==> src/rtl/mac_pkg.sv <==
// Shared definitions for the MAC sequencer: datapath width, multiply step count, FSM encoding.
// Latency: n/a (package only).
// Backpressure: n/a.
package mac_pkg;

    localparam int MAC_W     = 8;
    localparam int MUL_STEPS = 8;

    typedef enum logic [1:0] {
        S_IDLE = 2'd0,
        S_MUL  = 2'd1,
        S_ACC  = 2'd2,
        S_DONE = 2'd3
    } mac_state_e;

endpackage

==> src/rtl/eightbit_adder.sv <==
// 8-bit ripple-carry adder, the single shared arithmetic resource of the MAC unit.
// Latency: combinational.
// Backpressure: none.
// Ports: a_i, b_i addends; sum_o = (a_i + b_i) mod 256; cout_o carry out of bit 7.
module eightbit_adder (
    input  logic [7:0] a_i,
    input  logic [7:0] b_i,
    output logic [7:0] sum_o,
    output logic       cout_o
);

    logic carry;

    always_comb begin
        carry = 1'b0;
        sum_o = '0;
        for (int i = 0; i < 8; i++) begin
            sum_o[i] = a_i[i] ^ b_i[i] ^ carry;
            carry    = (a_i[i] & b_i[i]) | (carry & (a_i[i] ^ b_i[i]));
        end
        cout_o = carry;
    end

endmodule

==> src/rtl/mac_sequencer.sv <==
// Shift-and-add multiply-accumulate controller sharing one 8-bit adder; emits a dot product every N_OPS pairs.
// Latency: pair accepted at t -> MUL t+1..t+8, ACC t+9, ready again (or result valid) at t+10.
// Backpressure: IN_READY only in IDLE; RESULT/OUT_VALID held in DONE until OUT_READY.
// Ports: CLK, RST_N (async active-low), CLR (sync abort); IN_VALID/IN_READY/A_IN/B_IN operand pair;
//        OUT_VALID/OUT_READY/RESULT dot product; BUSY in MUL/ACC; SAT saturation flag.
// Build option: define MAC_SAT_EN for saturating arithmetic; otherwise arithmetic wraps and SAT is 0.
module mac_sequencer
    import mac_pkg::*;
#(
    parameter int N_OPS = 4,
    parameter int CNT_W = 8
) (
    input  logic             CLK,
    input  logic             RST_N,
    input  logic             CLR,
    input  logic             IN_VALID,
    output logic             IN_READY,
    input  logic [MAC_W-1:0] A_IN,
    input  logic [MAC_W-1:0] B_IN,
    output logic             OUT_VALID,
    input  logic             OUT_READY,
    output logic [MAC_W-1:0] RESULT,
    output logic             BUSY,
    output logic             SAT
);

    localparam int STEP_W = $clog2(MUL_STEPS);

    mac_state_e        state_q, state_d;
    logic [MAC_W-1:0]  a_q, a_d;
    logic [MAC_W-1:0]  b_q, b_d;
    logic [MAC_W-1:0]  prod_q, prod_d;
    logic [MAC_W-1:0]  acc_q, acc_d;
    logic [STEP_W-1:0] step_q, step_d;
    logic [CNT_W-1:0]  count_q, count_d;

    logic [MAC_W-1:0]  add_a, add_b, add_sum;
    logic              add_cout_unused;
    logic [MAC_W-1:0]  a_shift;
    logic [MAC_W-1:0]  partial;

    // Bits of A shifted beyond bit 7 are simply lost in the wrapping datapath.
    assign a_shift = a_q << step_q;
    assign partial = b_q[step_q] ? a_shift : '0;

`ifdef MAC_SAT_EN
    logic                 sat_q, sat_d;
    logic [2*MAC_W-1:0]   a_wide;
    logic                 drop_nz;

    // A set multiplier bit that pushes nonzero multiplicand bits past bit 7 means the true product exceeds 255.
    assign a_wide  = {{MAC_W{1'b0}}, a_q} << step_q;
    assign drop_nz = b_q[step_q] && ((a_wide >> MAC_W) != '0);
`endif

    eightbit_adder u_adder (
        .a_i    (add_a),
        .b_i    (add_b),
        .sum_o  (add_sum),
        .cout_o (add_cout_unused)
    );

    // Operand mux for the shared adder, selected purely by state.
    always_comb begin
        add_a = '0;
        add_b = '0;
        case (state_q)
            S_MUL: begin
                add_a = prod_q;
                add_b = partial;
            end
            S_ACC: begin
                add_a = acc_q;
                add_b = prod_q;
            end
            default: ;
        endcase
    end

    always_comb begin
        state_d = state_q;
        a_d     = a_q;
        b_d     = b_q;
        prod_d  = prod_q;
        acc_d   = acc_q;
        step_d  = step_q;
        count_d = count_q;
`ifdef MAC_SAT_EN
        sat_d   = sat_q;
`endif
        case (state_q)
            S_IDLE: begin
                if (IN_VALID) begin
                    a_d     = A_IN;
                    b_d     = B_IN;
                    prod_d  = '0;
                    step_d  = '0;
                    state_d = S_MUL;
                end
            end
            S_MUL: begin
                prod_d = add_sum;
`ifdef MAC_SAT_EN
                // Once prod is 8'hFF any further nonzero partial overflows, so saturation is self-sustaining.
                if ((add_sum < prod_q) || drop_nz) begin
                    prod_d = '1;
                    sat_d  = 1'b1;
                end
`endif
                step_d = step_q + STEP_W'(1);
                if (step_q == STEP_W'(MUL_STEPS - 1)) begin
                    state_d = S_ACC;
                end
            end
            S_ACC: begin
                acc_d = add_sum;
`ifdef MAC_SAT_EN
                if (add_sum < acc_q) begin
                    acc_d = '1;
                    sat_d = 1'b1;
                end
`endif
                count_d = count_q + CNT_W'(1);
                state_d = (count_q == CNT_W'(N_OPS - 1)) ? S_DONE : S_IDLE;
            end
            S_DONE: begin
                if (OUT_READY) begin
                    acc_d   = '0;
                    count_d = '0;
`ifdef MAC_SAT_EN
                    sat_d   = 1'b0;
`endif
                    state_d = S_IDLE;
                end
            end
            default: state_d = S_IDLE;
        endcase

        // Abort wins over any handshake in the same cycle.
        if (CLR) begin
            state_d = S_IDLE;
            a_d     = '0;
            b_d     = '0;
            prod_d  = '0;
            acc_d   = '0;
            step_d  = '0;
            count_d = '0;
`ifdef MAC_SAT_EN
            sat_d   = 1'b0;
`endif
        end
    end

    always_ff @(posedge CLK or negedge RST_N) begin
        if (!RST_N) begin
            state_q <= S_IDLE;
            a_q     <= '0;
            b_q     <= '0;
            prod_q  <= '0;
            acc_q   <= '0;
            step_q  <= '0;
            count_q <= '0;
        end else begin
            state_q <= state_d;
            a_q     <= a_d;
            b_q     <= b_d;
            prod_q  <= prod_d;
            acc_q   <= acc_d;
            step_q  <= step_d;
            count_q <= count_d;
        end
    end

`ifdef MAC_SAT_EN
    always_ff @(posedge CLK or negedge RST_N) begin
        if (!RST_N) begin
            sat_q <= 1'b0;
        end else begin
            sat_q <= sat_d;
        end
    end
    assign SAT = sat_q;
`else
    assign SAT = 1'b0;
`endif

    assign IN_READY  = (state_q == S_IDLE);
    assign OUT_VALID = (state_q == S_DONE);
    assign RESULT    = (state_q == S_DONE) ? acc_q : '0;
    assign BUSY      = (state_q == S_MUL) || (state_q == S_ACC);

endmodule

==> config.mk <==
export PLATFORM = sky130hd
export DESIGN_NAME = mac_sequencer
export DESIGN_NICKNAME = d
export VERILOG_FILES = /design/src/rtl/mac_pkg.sv /design/src/rtl/eightbit_adder.sv /design/src/rtl/mac_sequencer.sv
export SDC_FILE = /design/constraint.sdc
export NUM_CORES = 1
export LEC_CHECK = 0
export ABC_AREA = 1
export ABC_CLOCK_PERIOD_IN_PS = 4410
export CAP_MARGIN = 25
export CORE_MARGIN = 5
export CORE_UTILIZATION = 53
export CTS_BUF_LIST = sky130_fd_sc_hd__clkbuf_16
export DETAILED_ROUTE_END_ITERATION = 6
export HOLD_SLACK_MARGIN = 0.03
export PLACE_DENSITY = 0.83
export SYNTH_ARGS = -nofsm -noshare
export SYNTH_HDL_FRONTEND = slang
export SYNTH_SLANG_ARGS = --single-unit
export TNS_END_PERCENT = 5
==> constraint.sdc <==
create_clock -name CLK -period 4.41 [get_ports CLK]
set_input_delay 1.323 -clock CLK [delete_from_list [all_inputs] [get_ports CLK]]
set_output_delay 1.323 -clock CLK [all_outputs]
set_load 0.1 [all_outputs]
# Yosys cells after proc, flatten, opt, wreduce, memory -nomap -nowiden
# Cells that the tools add are included.
[op_classes]
eq_ne = 8
mux = 29
n_div = 0
bitwise = 34
multipliers = 0
n_lt_le_gt_ge = 1
n_reduce_logical = 10
n_addsub = 2
shifts = 1
[op_table]
columns = ["op", "n"]
rows = [
  ["two-way mux 8 bit", 13],
  ["one-hot mux 8 bit (2 select lines)", 5],
  ["XOR 1 bit", 15],
  ["AND 1 bit", 13],
  ["two-way mux 2 bit", 5],
  ["adder 8 x 1 -> 8 bit, second input constant", 1],
  ["== test 8 x 2 -> 1 bit, second input constant", 1],
  ["one-hot mux 2 bit (4 select lines)", 1],
  ["left shift 8 x 3 -> 8 bit", 1],
  ["two-way mux 3 bit", 2],
  ["!= test 3 bit, second input constant", 2],
  ["bitwise OR 1 bit", 6],
  ["one-hot mux 3 bit (2 select lines)", 1],
  ["AND reduction 2 bit", 3],
  ["nonzero test 3 bit", 2],
  ["== test 2 bit, second input constant", 2],
  ["< comparator 3 x 4 -> 1 bit, second input constant", 1],
  ["nonzero test 2 bit", 2],
  ["adder 3 x 1 -> 3 bit, second input constant", 1],
  ["binary-select mux 1 bit (select 3 bit)", 1],
  ["== test 3 bit, second input constant", 1],
  ["!= test 3 x 2 -> 1 bit, second input constant", 1],
  ["AND reduction 3 bit", 1],
  ["== test 2 x 1 -> 1 bit, second input constant", 1],
  ["other kinds (3)", 3],
]
[word_totals]
n_memories = 0
latchBits = 0
mem_bits_rw = 0
output_inout_bits = 12
word_cells = 92
register_bits = 45
rom_bits = 0

# Logic depth before layout (Yosys ltp)
[depth]
ltp_word = 20
depth_mapped = 22
depth_no_buf = 20

# Modules after synthesis
# From an unflattened synthesis, not the netlist that was laid out.
[unflattened]
cells_unflattened = 394
hier_area_um2 = 2919.0
[modules_own_cells]
columns = ["module", "instances", "seq_area_each_um2", "cells_per_inst", "area_per_inst_um2"]
rows = [
  ["mac_sequencer", 1, 1126.1, 376, 2728.9],
  ["eightbit_adder", 1, 0.0, 18, 190.2],
]

# Worst setup path after synthesis
# Ideal clock, no wire load.
[synth_timing]
path_kind = "register -> register"
startpoint = "register state_q[1]"
endpoint = "register acc_q[7]"
slack_ns = -0.018
arrival_time_ns = 4.310
stages_incl_launch_ff = 17
path_cell_list = "dfrtp_1 > inv_1 > ha_1 > inv_1 > a21oi_1 > ha_1 > fa_1 > inv_1 > fa_1 > fa_1 > fa_1 > fa_1 > fa_1 > inv_1 > nand4_1 > nand3_1 > nand2_1"
[synth_between]
elab_chain_len = 18
elab_cells_between_ends = 37
classes_between = "eq/ne: 4; mux: 4; bitwise: 27; reduce/logical: 2"
[synth_rtl]
columns = ["item", "line", "rtl"]
rows = [
  ["start, declared", "mac_sequencer.sv:29", "mac_state_e state_q, state_d;"],
  ["start signal, assigned", "mac_sequencer.sv:164", "state_q <= state_d;"],
  ["== test 2 bit or == test 2 x 1 -> 1 bit (tied branches)", "mac_sequencer.sv:67, mac_sequencer.sv:91", ""],
  ["one-hot mux 8 bit (2 select lines)", "mac_sequencer.sv:67", "case (state_q)"],
  ["AND 1 bit or XOR 1 bit (tied branches)", "eightbit_adder.sv:19", "carry = (a_i[i] & b_i[i]) | (carry & (a_i[i] ^ b_i[i]));"],
  ["AND 1 bit", "eightbit_adder.sv:19", ""],
  ["bitwise OR 1 bit", "eightbit_adder.sv:19", ""],
  ["AND 1 bit", "eightbit_adder.sv:19", ""],
  ["bitwise OR 1 bit", "eightbit_adder.sv:19", ""],
  ["AND 1 bit", "eightbit_adder.sv:19", ""],
  ["[2 not listed]", "--", ""],
  ["bitwise OR 1 bit", "eightbit_adder.sv:19", ""],
  ["AND 1 bit", "eightbit_adder.sv:19", ""],
  ["bitwise OR 1 bit", "eightbit_adder.sv:19", ""],
  ["AND 1 bit", "eightbit_adder.sv:19", ""],
  ["bitwise OR 1 bit", "eightbit_adder.sv:19", ""],
  ["XOR 1 bit", "eightbit_adder.sv:18", "sum_o[i] = a_i[i] ^ b_i[i] ^ carry;"],
  ["one-hot mux 8 bit (2 select lines)", "mac_sequencer.sv:91", "case (state_q)"],
  ["two-way mux 8 bit", "mac_sequencer.sv:140", "if (CLR) begin"],
  ["end signal, assigned", "mac_sequencer.sv:160", "acc_q <= '0;"],
  ["end signal, assigned", "mac_sequencer.sv:168", "acc_q <= acc_d;"],
  ["end, declared", "mac_sequencer.sv:33", "logic [MAC_W-1:0] acc_q, acc_d;"],
]
# Several ways; a longest one is shown, not always the timed one.
# A chain may end at the register's enable or synchronous reset.

# Worst setup path after layout
# Ends and elaborated chain as after synthesis.

==> impl_metrics.env <==
export IMPL_outcome="completed"
export IMPL_synth_area_mux_share_pct=0
export IMPL_grt_max_degree=46
export IMPL_cts_tree="built"
export IMPL_synth_distinct_cells=39
export IMPL_layout_nets=420
export IMPL_die_x_um=82.9
export IMPL_synth_compound_area_share_pct=15.0
export IMPL_top_layer_used="met4"
export IMPL_synthTopCellsByCount="nand2_1 (68), inv_1 (60), dfrtp_1 (45)"
export IMPL_cts_buffer_depth=2
export IMPL_syn_area_per_cell_um2=7.92
export IMPL_synth_top_family_by_area="simple AND/OR/NAND/NOR gates"
export IMPL_whs_path_depth=2
export IMPL_path_class="reg2reg"
export IMPL_ff2ff_path_depth=20
export IMPL_n_antenna_cell=0
export IMPL_grt_pass1_wl_mm=10.6
export IMPL_wl_per_cell_um=13.2
export IMPL_synth_fp_nets=392
export IMPL_synth_top_cell_area_share_pct=39.9
export IMPL_crit_path_end_kind="register"
export IMPL_clkTransAtPathRegs_ns=0.06
export IMPL_fillers=463
export IMPL_met1_length_mm=2.75
export IMPL_yosys_top_cells_area="dfrtp_1 (40%), nand2_1 (9.1%), inv_1 (8.0%), nand3_1 (5.9%), o21ai_0 (5.9%)"
export IMPL_async_flop_share_pct=100
export IMPL_vias=2406
export IMPL_ios=33
export IMPL_drv_slew=0
export IMPL_synthAdderAreaFrac_pct=8.25
export IMPL_dieArea_um2=6880
export IMPL_period_share_pct=94.4
export IMPL_clkLatencyLatePin_ns=0.28
export IMPL_cts_made_buffers=5
export IMPL_yosys_area_share_simple_pct=24.6
export IMPL_finalHoldViolations=0
export IMPL_gp_congestion=0.887
export IMPL_synth_xor_area_share_pct=0
export IMPL_core_area_um2=5140
export IMPL_yosys_most_used_dff="dfrtp_1"
export IMPL_cp_max_fo=9
export IMPL_syn_inst=356
export IMPL_rsz0062_at_grt="no"
export IMPL_fmax_mhz=240
export IMPL_cts_root_buf="clkbuf_16"
export IMPL_drive_gt1_share_pct=12.7
export IMPL_rows=26
export IMPL_whs_ns=0.509
export IMPL_remaining_drc_errors=0
export IMPL_grt_antenna_before_repair=0
export IMPL_cp_required_ns=4.58
export IMPL_yosysMostFrequentCell="nand2_1"
export IMPL_area_delta_synth_final_pct=17.0
export IMPL_synth_edff_count=0
export IMPL_max_slew_margin_pct=41.7
export IMPL_final_antenna_net_count=0
export IMPL_fin_skew_ns=0.00290
export IMPL_yosysWarnings=0
export IMPL_netlist_top_cell_by_area="dfrtp_1"
export IMPL_cp_arrival_ns=4.33
export IMPL_cellPowerDensity_nw_per_um2=443
export IMPL_dp_hpwl_mm=4.47
export IMPL_viasPerCell=5.29
export IMPL_worst_r2r_endpoint="acc_q[7]"
export IMPL_cp_start_kind="register"
export IMPL_drt_iter0_markers=211
export IMPL_ys_seq_area_share_pct=39.9
export IMPL_p_leak_uw=0.00149
export IMPL_start_util_pct=54.9
export IMPL_ys_ff_latch=45
export IMPL_routed_wl_mm=6.00
export IMPL_ir_drop_v=0.000428
export IMPL_hold_end="count_q[1]"
export IMPL_finalSetupViolCount=0
export IMPL_htree_levels=2
export IMPL_dieHeight_um=82.9
export IMPL_hold_path_class="reg2reg"
export IMPL_first_pass_iters=4
export IMPL_syn_area_um2=2820
export IMPL_grt_pass1_vias=2349
export IMPL_grt_overflow=0
export IMPL_min_period_ns=4.16
export IMPL_final_setup_tns_ns=0
export IMPL_hold_start="count_q[1]"
export IMPL_tightest_slew_ns=0.875
export IMPL_rrSetupSlack_ns=0.25
export IMPL_regToRegStartpoint="state_q[1]"
export IMPL_grt_usage_pct=18.4
export IMPL_clock_sinks=45
export IMPL_io_buffer_count=31
export IMPL_wl_met2_mm=2.87
export IMPL_maxCapViolCount=0
export IMPL_routed_wl_met3_um=242
## per-layer routing
metal / global-route usage [%] / vias to the layer above
li1: - / 1217
met1: 25.2 / 1112
met2: 29.4 / 64
met3: 3.17 / 13
met4: 6.24 / 0
met5: 0 / -
## worst max-delay path, stage by stage, from the launching register on
cell     delay, ns
dfrtp_1       0.43
inv_2         0.12
ha_4          0.17
inv_2         0.09
nor2_1        0.12
nand2_2       0.11
inv_1         0.10
nand2_1       0.06
a21oi_1       0.15
ha_1          0.18
fa_1          0.17
inv_1         0.05
fa_1          0.39
fa_1          0.39
fa_1          0.39
fa_1          0.39
fa_1          0.41
inv_1         0.07
nand4_1       0.12
nand3_1       0.09
nand2_1       0.05
## cells by family after synthesis
kind of cell / Yosys count
AO/OA/AOI/OAI: 74
adder cells (fa/ha/maj): 15
buffers and inverters: 80
flip-flops: 45
other: 1
AND/OR/NAND/NOR: 141
## report_power, final
part	internal, uW	total [uW]	switching [uW]
Sequential	464	504	40.1
Clock	204	346	142
Combinational	171	614	443
Total	838	1460	625
## through the flow
step / instance area, um2 / util (%) / power, uW / setup slack (ns) / cells
final: 3300 / 64.2 / 1460 / 0.248 / 455
after global routing: 3300 / 64.2 / 1570 / 0.0307 / 455
after CTS: 3260 / 63.4 / 1450 / 0.121 / 454
after detailed placement: 3120 / 60.8 / 1100 / 0.136 / 446
after global placement: 3120 / 60.8 / 1090 / 0.328 / 446
after floorplan: 2820 / - / 984 / 0.280 / 356
## worst max path at each step
| stage | startpoint | to | slack (ns) |
|---|---|---|---|
| floorplan | state_q[1] | acc_q[7] | 0.28 |
| global placement | state_q[1] | prod_q[7] | 0.33 |
| detailed placement | state_q[1] | acc_q[7] | 0.14 |
| CTS | state_q[1] | acc_q[7] | 0.12 |
| global route | state_q[1] | prod_q[7] | 0.03 |
| finish | state_q[1] | acc_q[7] | 0.25 |
## registers in the layout (all words and copies together), names as in the netlist
name,count
step_q,3
a_q,8
b_q,8
acc_q,8
count_q,8
state_q,2
prod_q,8
## layout by cell type, fill, tap and decap left out, drive strengths merged, types with 2 or more instances in the layout
cell type      synthesis  layout
a21oi                  9       9
a31oi                  2       2
buf                    9      16
clkbuf                 5       5
clkdlybuf4s50          0      19
dfrtp                 45      45
fa                     6       6
ha                     9       9
inv                   65      68
nand2                 78      78
nand3                 37      37
nand4                  3       3
nor2                   9       9
nor3                   7       7
nor3b                  6       6
o21ai                 39      39
o22ai                 18      18
## timing repair
action / 4_1_cts / 5_1_grt
setup buffers: 0 / 0
hold buffers: 0 / 0
resized for setup: 0 / 3
endpoints found under the setup margin: 0 / 4
## cell type report
type	count	area, um2	share of cell area (%)
Clock buffer	5	125	3.79
Inverter	66	253	7.66
Tap cell	70	87.6	2.65
Multi-Input combinational cell	231	1370	41.5
Sequential cell	45	1130	34.1
Clock inverter	3	11.3	0.341
Timing Repair Buffer	35	328	9.93
No activity file was read; power rests on OpenSTA's default activity.
